**config.mk**
```make
export PLATFORM = sky130hd
export DESIGN_NAME = lcd_msg_sequencer
export DESIGN_NICKNAME = d
export VERILOG_FILES = /design/src/rtl/lcd_msg_sequencer.sv
export SDC_FILE = /design/constraint.sdc
export NUM_CORES = 1
export LEC_CHECK = 0
export BUFFER_PORTS_ARGS = -buffer_cell sky130_fd_sc_hd__buf_2
export CORE_ASPECT_RATIO = 0.9
export CORE_UTILIZATION = 56
export DETAILED_ROUTE_END_ITERATION = 8
export GPL_TIMING_DRIVEN = 0
export PLACE_DENSITY = 0.78
export SETUP_SLACK_MARGIN = 0.05
export SLEW_MARGIN = 30
export SYNTH_ARGS = -nofsm -noshare
export SYNTH_HDL_FRONTEND = slang
export SYNTH_SLANG_ARGS = --single-unit
```
**constraint.sdc**
```tcl
create_clock -name i_clk -period 2.35 [get_ports i_clk]
set_input_delay 0.5875 -clock i_clk [delete_from_list [all_inputs] [get_ports i_clk]]
set_output_delay 0.5875 -clock i_clk [all_outputs]
set_load 0.03 [all_outputs]
```
**src/rtl/lcd_msg_sequencer.sv**
```systemverilog
// lcd_msg_sequencer: walks a 32-character message buffer onto a 2x16 LCD.
// Each LCD operation is handed to an external timer IP as a one-cycle strobe
// plus function/operand, and the sequencer waits for that IP's completion.
// A bounded wait turns a stuck LCD into a sticky error instead of a hang.
module lcd_msg_sequencer #(
  parameter int SIZE_DATA   = 8,
  parameter int SIZE_FUNC   = 4,
  parameter int TIMEOUT_CYC = 5_000_000
) (
  input  logic                 i_clk,
  input  logic                 i_rst,
  input  logic                 i_start,
  input  logic                 i_reinit,
  output logic [4:0]           o_rd_addr,
  input  logic [SIZE_DATA-1:0] i_rd_data,
  output logic                 o_en_lcd,
  output logic [SIZE_FUNC-1:0] o_func,
  output logic [SIZE_DATA-1:0] o_data,
  input  logic                 i_done_lcd,
  output logic                 o_busy,
  output logic                 o_done,
  output logic                 o_error
);

  typedef enum logic [3:0] {
    IDLE,
    INIT_REQ,
    INIT_WAIT,
    CUR_REQ,
    CUR_WAIT,
    RD,
    DAT_REQ,
    DAT_WAIT,
    FINISH
  } state_t;

  localparam int CW = (TIMEOUT_CYC > 1) ? $clog2(TIMEOUT_CYC) : 1;
  localparam logic [CW-1:0] WAIT_LAST = CW'(TIMEOUT_CYC - 1);

  state_t                 state;
  state_t                 state_nxt;
  logic                   init_flag;
  logic [4:0]             idx;
  logic                   line;
  logic [CW-1:0]          wait_cnt;
  logic                   error_q;
  logic [SIZE_DATA-1:0]   data_q;

  logic                   is_wait;
  logic                   wait_done;
  logic                   wait_tout;

  // The completion input is only trusted after the first WAIT cycle, and it
  // beats the timeout when both land on the last allowed cycle.
  assign is_wait   = (state == INIT_WAIT) || (state == CUR_WAIT) || (state == DAT_WAIT);
  assign wait_done = is_wait && (wait_cnt != '0) && i_done_lcd;
  assign wait_tout = is_wait && !wait_done && (wait_cnt == WAIT_LAST);

  // State register; reset always wins over start and completion.
  always_ff @(posedge i_clk) begin
    if (i_rst) state <= IDLE;
    else       state <= state_nxt;
  end

  // Next-state decode and all LCD-facing outputs, derived from the current state.
  always_comb begin
    state_nxt = state;
    o_en_lcd  = 1'b0;
    o_func    = '0;
    o_data    = '0;
    o_busy    = (state != IDLE);
    o_done    = 1'b0;
    case (state)
      IDLE: begin
        if (i_start) state_nxt = (!init_flag || i_reinit) ? INIT_REQ : CUR_REQ;
      end
      INIT_REQ: begin
        o_en_lcd  = 1'b1;
        state_nxt = INIT_WAIT;
      end
      INIT_WAIT: begin
        if (wait_done)      state_nxt = CUR_REQ;
        else if (wait_tout) state_nxt = IDLE;
      end
      CUR_REQ: begin
        o_en_lcd  = 1'b1;
        o_func    = SIZE_FUNC'(1);
        o_data    = SIZE_DATA'({line, 4'h0});
        state_nxt = CUR_WAIT;
      end
      CUR_WAIT: begin
        o_func = SIZE_FUNC'(1);
        o_data = SIZE_DATA'({line, 4'h0});
        if (wait_done)      state_nxt = RD;
        else if (wait_tout) state_nxt = IDLE;
      end
      RD: begin
        state_nxt = DAT_REQ;
      end
      DAT_REQ: begin
        o_en_lcd  = 1'b1;
        o_func    = SIZE_FUNC'(3);
        o_data    = i_rd_data;
        state_nxt = DAT_WAIT;
      end
      DAT_WAIT: begin
        o_func = SIZE_FUNC'(3);
        o_data = data_q;
        if (wait_done) begin
          if (idx == 5'd31)      state_nxt = FINISH;
          else if (idx == 5'd15) state_nxt = CUR_REQ;
          else                   state_nxt = RD;
        end else if (wait_tout) begin
          state_nxt = IDLE;
        end
      end
      FINISH: begin
        o_done    = 1'b1;
        state_nxt = IDLE;
      end
      default: state_nxt = IDLE;
    endcase
  end

  // Sequence bookkeeping: char index, line, wait counter, init/error flags and
  // the held copy of the character being written.
  always_ff @(posedge i_clk) begin
    if (i_rst) begin
      init_flag <= 1'b0;
      idx       <= '0;
      line      <= 1'b0;
      wait_cnt  <= '0;
      error_q   <= 1'b0;
      data_q    <= '0;
    end else begin
      wait_cnt <= is_wait ? wait_cnt + CW'(1) : '0;
      if (state == DAT_REQ) data_q <= i_rd_data;
      case (state)
        IDLE: begin
          if (i_start) begin
            error_q <= 1'b0;
            idx     <= '0;
            line    <= 1'b0;
          end
        end
        INIT_WAIT: begin
          if (wait_done) begin
            init_flag <= 1'b1;
            line      <= 1'b0;
          end
        end
        DAT_WAIT: begin
          if (wait_done) begin
            idx <= idx + 5'd1;
            if (idx == 5'd15) line <= 1'b1;
          end
        end
        FINISH: begin
          idx  <= '0;
          line <= 1'b0;
        end
        default: ;
      endcase
      if (wait_tout) begin
        error_q   <= 1'b1;
        init_flag <= 1'b0;
        idx       <= '0;
        line      <= 1'b0;
      end
    end
  end

  assign o_rd_addr = idx;
  assign o_error   = error_q;

endmodule

```
## Word-level counts from Yosys, hierarchy flattened

Cells that the tools add are included.

| operators by class | value |
|---|---|
| add/sub/neg operators | 2 |
| equal/unequal tests | 15 |
| muxes and demuxes | 23 |
| bitwise gates (word level) | 1 |
| reduce and logical (&&, ||, !) cells | 25 |

Operators by type and width:

| operator | number |
|---|---|
| $pmux 4 s8 | 1 |
| $mux 4 | 6 |
| $pmux 8 s3 | 1 |
| $add 23x1->23 const B | 1 |
| $eq 23x23->1 const B | 1 |
| $reduce_bool 23->1 | 1 |
| $eq 4x3->1 const B | 4 |
| $pmux 5 s3 | 1 |
| $mux 5 | 2 |
| $eq 4x2->1 const B | 2 |
| $mux 1 | 8 |
| $reduce_bool 4->1 | 2 |
| $reduce_or 2->1 | 4 |
| $ne 2x2->1 const B | 3 |
| $add 5x1->5 const B | 1 |
| $eq 5x4->1 const B | 1 |
| $eq 5x5->1 const B | 1 |
| $reduce_and 5->1 | 1 |
| $eq 4x1->1 const B | 1 |
| $eq 4x4->1 const B | 1 |
| $logic_and 1x1->1 | 4 |
| $logic_not 4->1 | 1 |
| $pmux 1 s4 | 1 |
| $pmux 2 s2 | 1 |
| other kinds (11) | 16 |

| word-level totals | value |
|---|---|
| register bits after elaboration | 43 |
| input bits | 13 |
| logic and storage cells | 73 |

## Logic depth before layout (Yosys ltp)

| depth | value |
|---|---|
| depth in word-level cells | 11 |
| gate-level depth with buffers | 8 |

## Worst setup path after synthesis

Ideal clock, no wire load.

| timing path | value |
|---|---|
| path type | register -> output |
| start point | register state[1] |
| end point | output o_data[0] |
| arrival | 1.487 ns |
| slack | 0.275 ns |
| stages on the path, launching flop included | 6 |
| buffers on the path | 2 |
| cells stage by stage | dfxtp_1 -> buf_1 -> and3_1 -> clkbuf_1 -> nand2_1 -> nand2_1 |

| on the way | value |
|---|---|
| word-level cells in the longest chain between the ends | 3 |
| elaborated cells on any way between the ends | 6 |
| those cells by class | 4 x eq/ne; 1 x mux; 1 x reduce/logical |

Ends and longest elaborated chain:

| item | RTL line | source |
|---|---|---|
| start, declared | 40 | `state_t state;` |
| start signal, assigned | 62 | `else state <= state_nxt;` |
| $eq 4x3->1 / $eq 4x2->1 (equally long branches) | 73 | `case (state)` |
| $reduce_or 2->1 (no source line) | - |  |
| $pmux 8 s3 (*) | 73 |  |
| end, declared | 18 | `output logic [SIZE_DATA-1:0] o_data,` |

Mark *: on every way between the ends. The rest lies on a longest branch, timed or not.

## Worst setup path after layout

| timing path | value |
|---|---|
| start point | register state[2] |
| end point | output o_data[7] |

The elaborated chain is that of the path after synthesis.

==> reports/metrics.cfg <==
[worst_setup_path]
cp-end-kind = primary output
arrival_ps = 1600
crit_fanout = 10
worst-r2r-cell-count = 6
worstPathRequired_ps = 1760
cp-start-kind = flop
crit_type = flop to primary output

[floorplan]
dieHeight_um = 63.0
fp.dieArea_um2 = 4390
row_count = 21
die_w_um = 69.7
io_pins = 34
initial_utilization = 0.603
core_area_um2 = 3840

[timing]
worst_hold_slack_ps = 460
finalSetupViolCount = 0
fin_crit_sh = 0.930
rsz0062_at_grt = no
hold_violations = 0
finalClockSkew_ps = 6.51
fmax_mhz = 458
maxSlewHeadroom = 0.609
worst_pin_slew_ps = 580
finalCriticalPeriod_ps = 2190
drv_slew = 0

[grt]
track_usage = 0.238
grt_antenna_before_repair = 0
grt_max_degree = 14
grt_overflow = 0
grt_pass1_wl_mm = 8.40
grt_pass1_vias = 1925

[power]
ir_drop_uv = 404
p_per_area_nw_per_um2 = 524
leakage_nw = 1.04

[yosys]
yosysSeqAreaShare = 0.372
synth_xor_area_frac = 0.0833
synth_area_per_cell_um2 = 7.89
netlist_instances = 293
yosys.area_share.simple = 0.312
synth_cell_types = 49
syn_area_um2 = 2310
synth-edff-count = 0
synth-seq-cells = 43
synth_flop_cell = dfxtp_1
yosysWarnings = 0
synthMuxAreaShare = 0.00974
synth_top_family_by_area = simple AND/OR/NAND/NOR gates
synthArstFlopShare = 0
synth-compound-area-share = 0.129
synthAdderAreaFrac = 0.0325

[drt]
detail-route-antenna-nets = 0
post_drt_wl_per_cell_um = 13.0
drc = 0
drt-pass1-iter-count = 4
wirelength_mm = 4.93
vias = 2070
drtIter0Drc = 143
routed_via_density = 5.46

[layout]
final_cell_mix = nand2_1, dfxtp_1, buf_2, nor2_1
drive_above_1_share = 0.213
area_growth_syn_to_layout_pct = 17.0
antennaDiodeCount = 0
layout_commonest_cell = nand2_1
fill_cells = 301
seq_area_um2 = 865
nNetsFinal = 351
multi_input_area_um2 = 1350
final_cells = 379

[placed_design]
dp_hpwl_mm = 3.44
gp_congestion = 0.838
port_buffers = 31
dp.cells = 371

[clock_network]
numCtsBuffers = 5
htree_levels = 2
cts.hold.buffers_added = 0
cts_buffer_depth = 2
cts_tree = yes
clkSinkCount = 43
clock_latency_ps = 290
clockRootBuffer = clkbuf_8
cts.reportedPaths.clkPinSlew_ps = 80

[flow_run]
maxCapViolations = 0

[min_path]
hold_class = flop to flop
min_path_cells = 2

[run_status]
status = complete, no violations

[repair_timing]
item / in CTS / in global routing
setup endpoints to repair: 11 / 14
buffers inserted: 0 / 1
pin swaps: 0 / 2
resized for setup: 12 / 15
[cell type report]
type / count / share of cell area
buffer: 16 / 0.0407
clock buffer: 6 / 0.0305
clock inverter: 2 / 0.0129
inverter: 11 / 0.0153
multi-input combinational: 223 / 0.499
sequential: 43 / 0.319
tap: 46 / 0.0213
timing repair buffer: 32 / 0.0610
[synthesized netlist by cell type, types with 7 or more instances]
cell,number,area [um^2]
nand3_1,16,80.1
a21oi_1,17,85.1
inv_1,11,41.3
xnor2_1,15,131
nand2_1,45,169
xor2_1,7,61.3
dfxtp_1,43,861
nor4_1,9,56.3
clkbuf_1,9,33.8
o21ai_0,9,45.0
nor2_1,30,113
[worst paths after layout]
check                          start                endpoint  slack, ps
max reg2reg  wait_cnt[18]$_SDFF_PP0_   state[2]$_SDFFE_PP0P_        210
min reg2reg   data_q[5]$_SDFFE_PP0P_  data_q[5]$_SDFFE_PP0P_        460
max            state[2]$_SDFFE_PP0P_               o_data[7]        160
min           data_q[5]$_SDFFE_PP0P_  data_q[5]$_SDFFE_PP0P_        460
[report_power, final]
group,internal (mW),total (mW),switching (mW)
combinational,0.0366,0.0961,0.0596
sequential,0.732,0.737,0.00561
clock,0.344,0.585,0.241
total,1.11,1.42,0.306
[worst max-delay path: stages, from the launching register on]
cell and delay (ps):
dfxtp_2 370, nor2b_4 210, and3_4 240, buf_4 180
nand2_1 70, nand2_1 60, buf_2 190
[flip-flops by register name (all words and copies together) (netlist names)]
register	count
line	1
state	4
o_rd_addr	5
init_flag	1
wait_cnt	23
data_q	8
o_error	1
[metrics by stage]
stage                util  setup slack (ps)  area [um^2]  power (mW)  setup TNS (ps)
floorplan               -               275         2320       0.815               0
detailed placement  0.659             -87.5         2530       0.844            -500
global placement    0.659              -110         2530       0.844            -718
global route        0.705              50.3         2710        1.48               0
CTS                 0.694              50.5         2660        1.43               0
finish              0.705               164         2710        1.42               0
[metal layers]
metal	up-vias	routed length (um)	global-route usage
li1	1091	-	-
met1	929	2260	0.300
met2	44	2390	0.397
met3	6	213	0.0548
met4	0	65	0.0850
met5	-	0	0
[kinds of logic (layout without fill, tap and decap cells)]
| kind of cell | Yosys count | after routing |
|---|---|---|
| compound gates | 47 | 47 |
| xor+xnor | 22 | 22 |
| fa+ha+maj | 6 | 6 |
| buf+inv | 28 | 67 |
| flops | 43 | 43 |
| mux | 2 | 2 |
| other cells | 1 | 2 |
| simple gates | 144 | 144 |
Note: power is estimated with default switching activity, not from simulation.
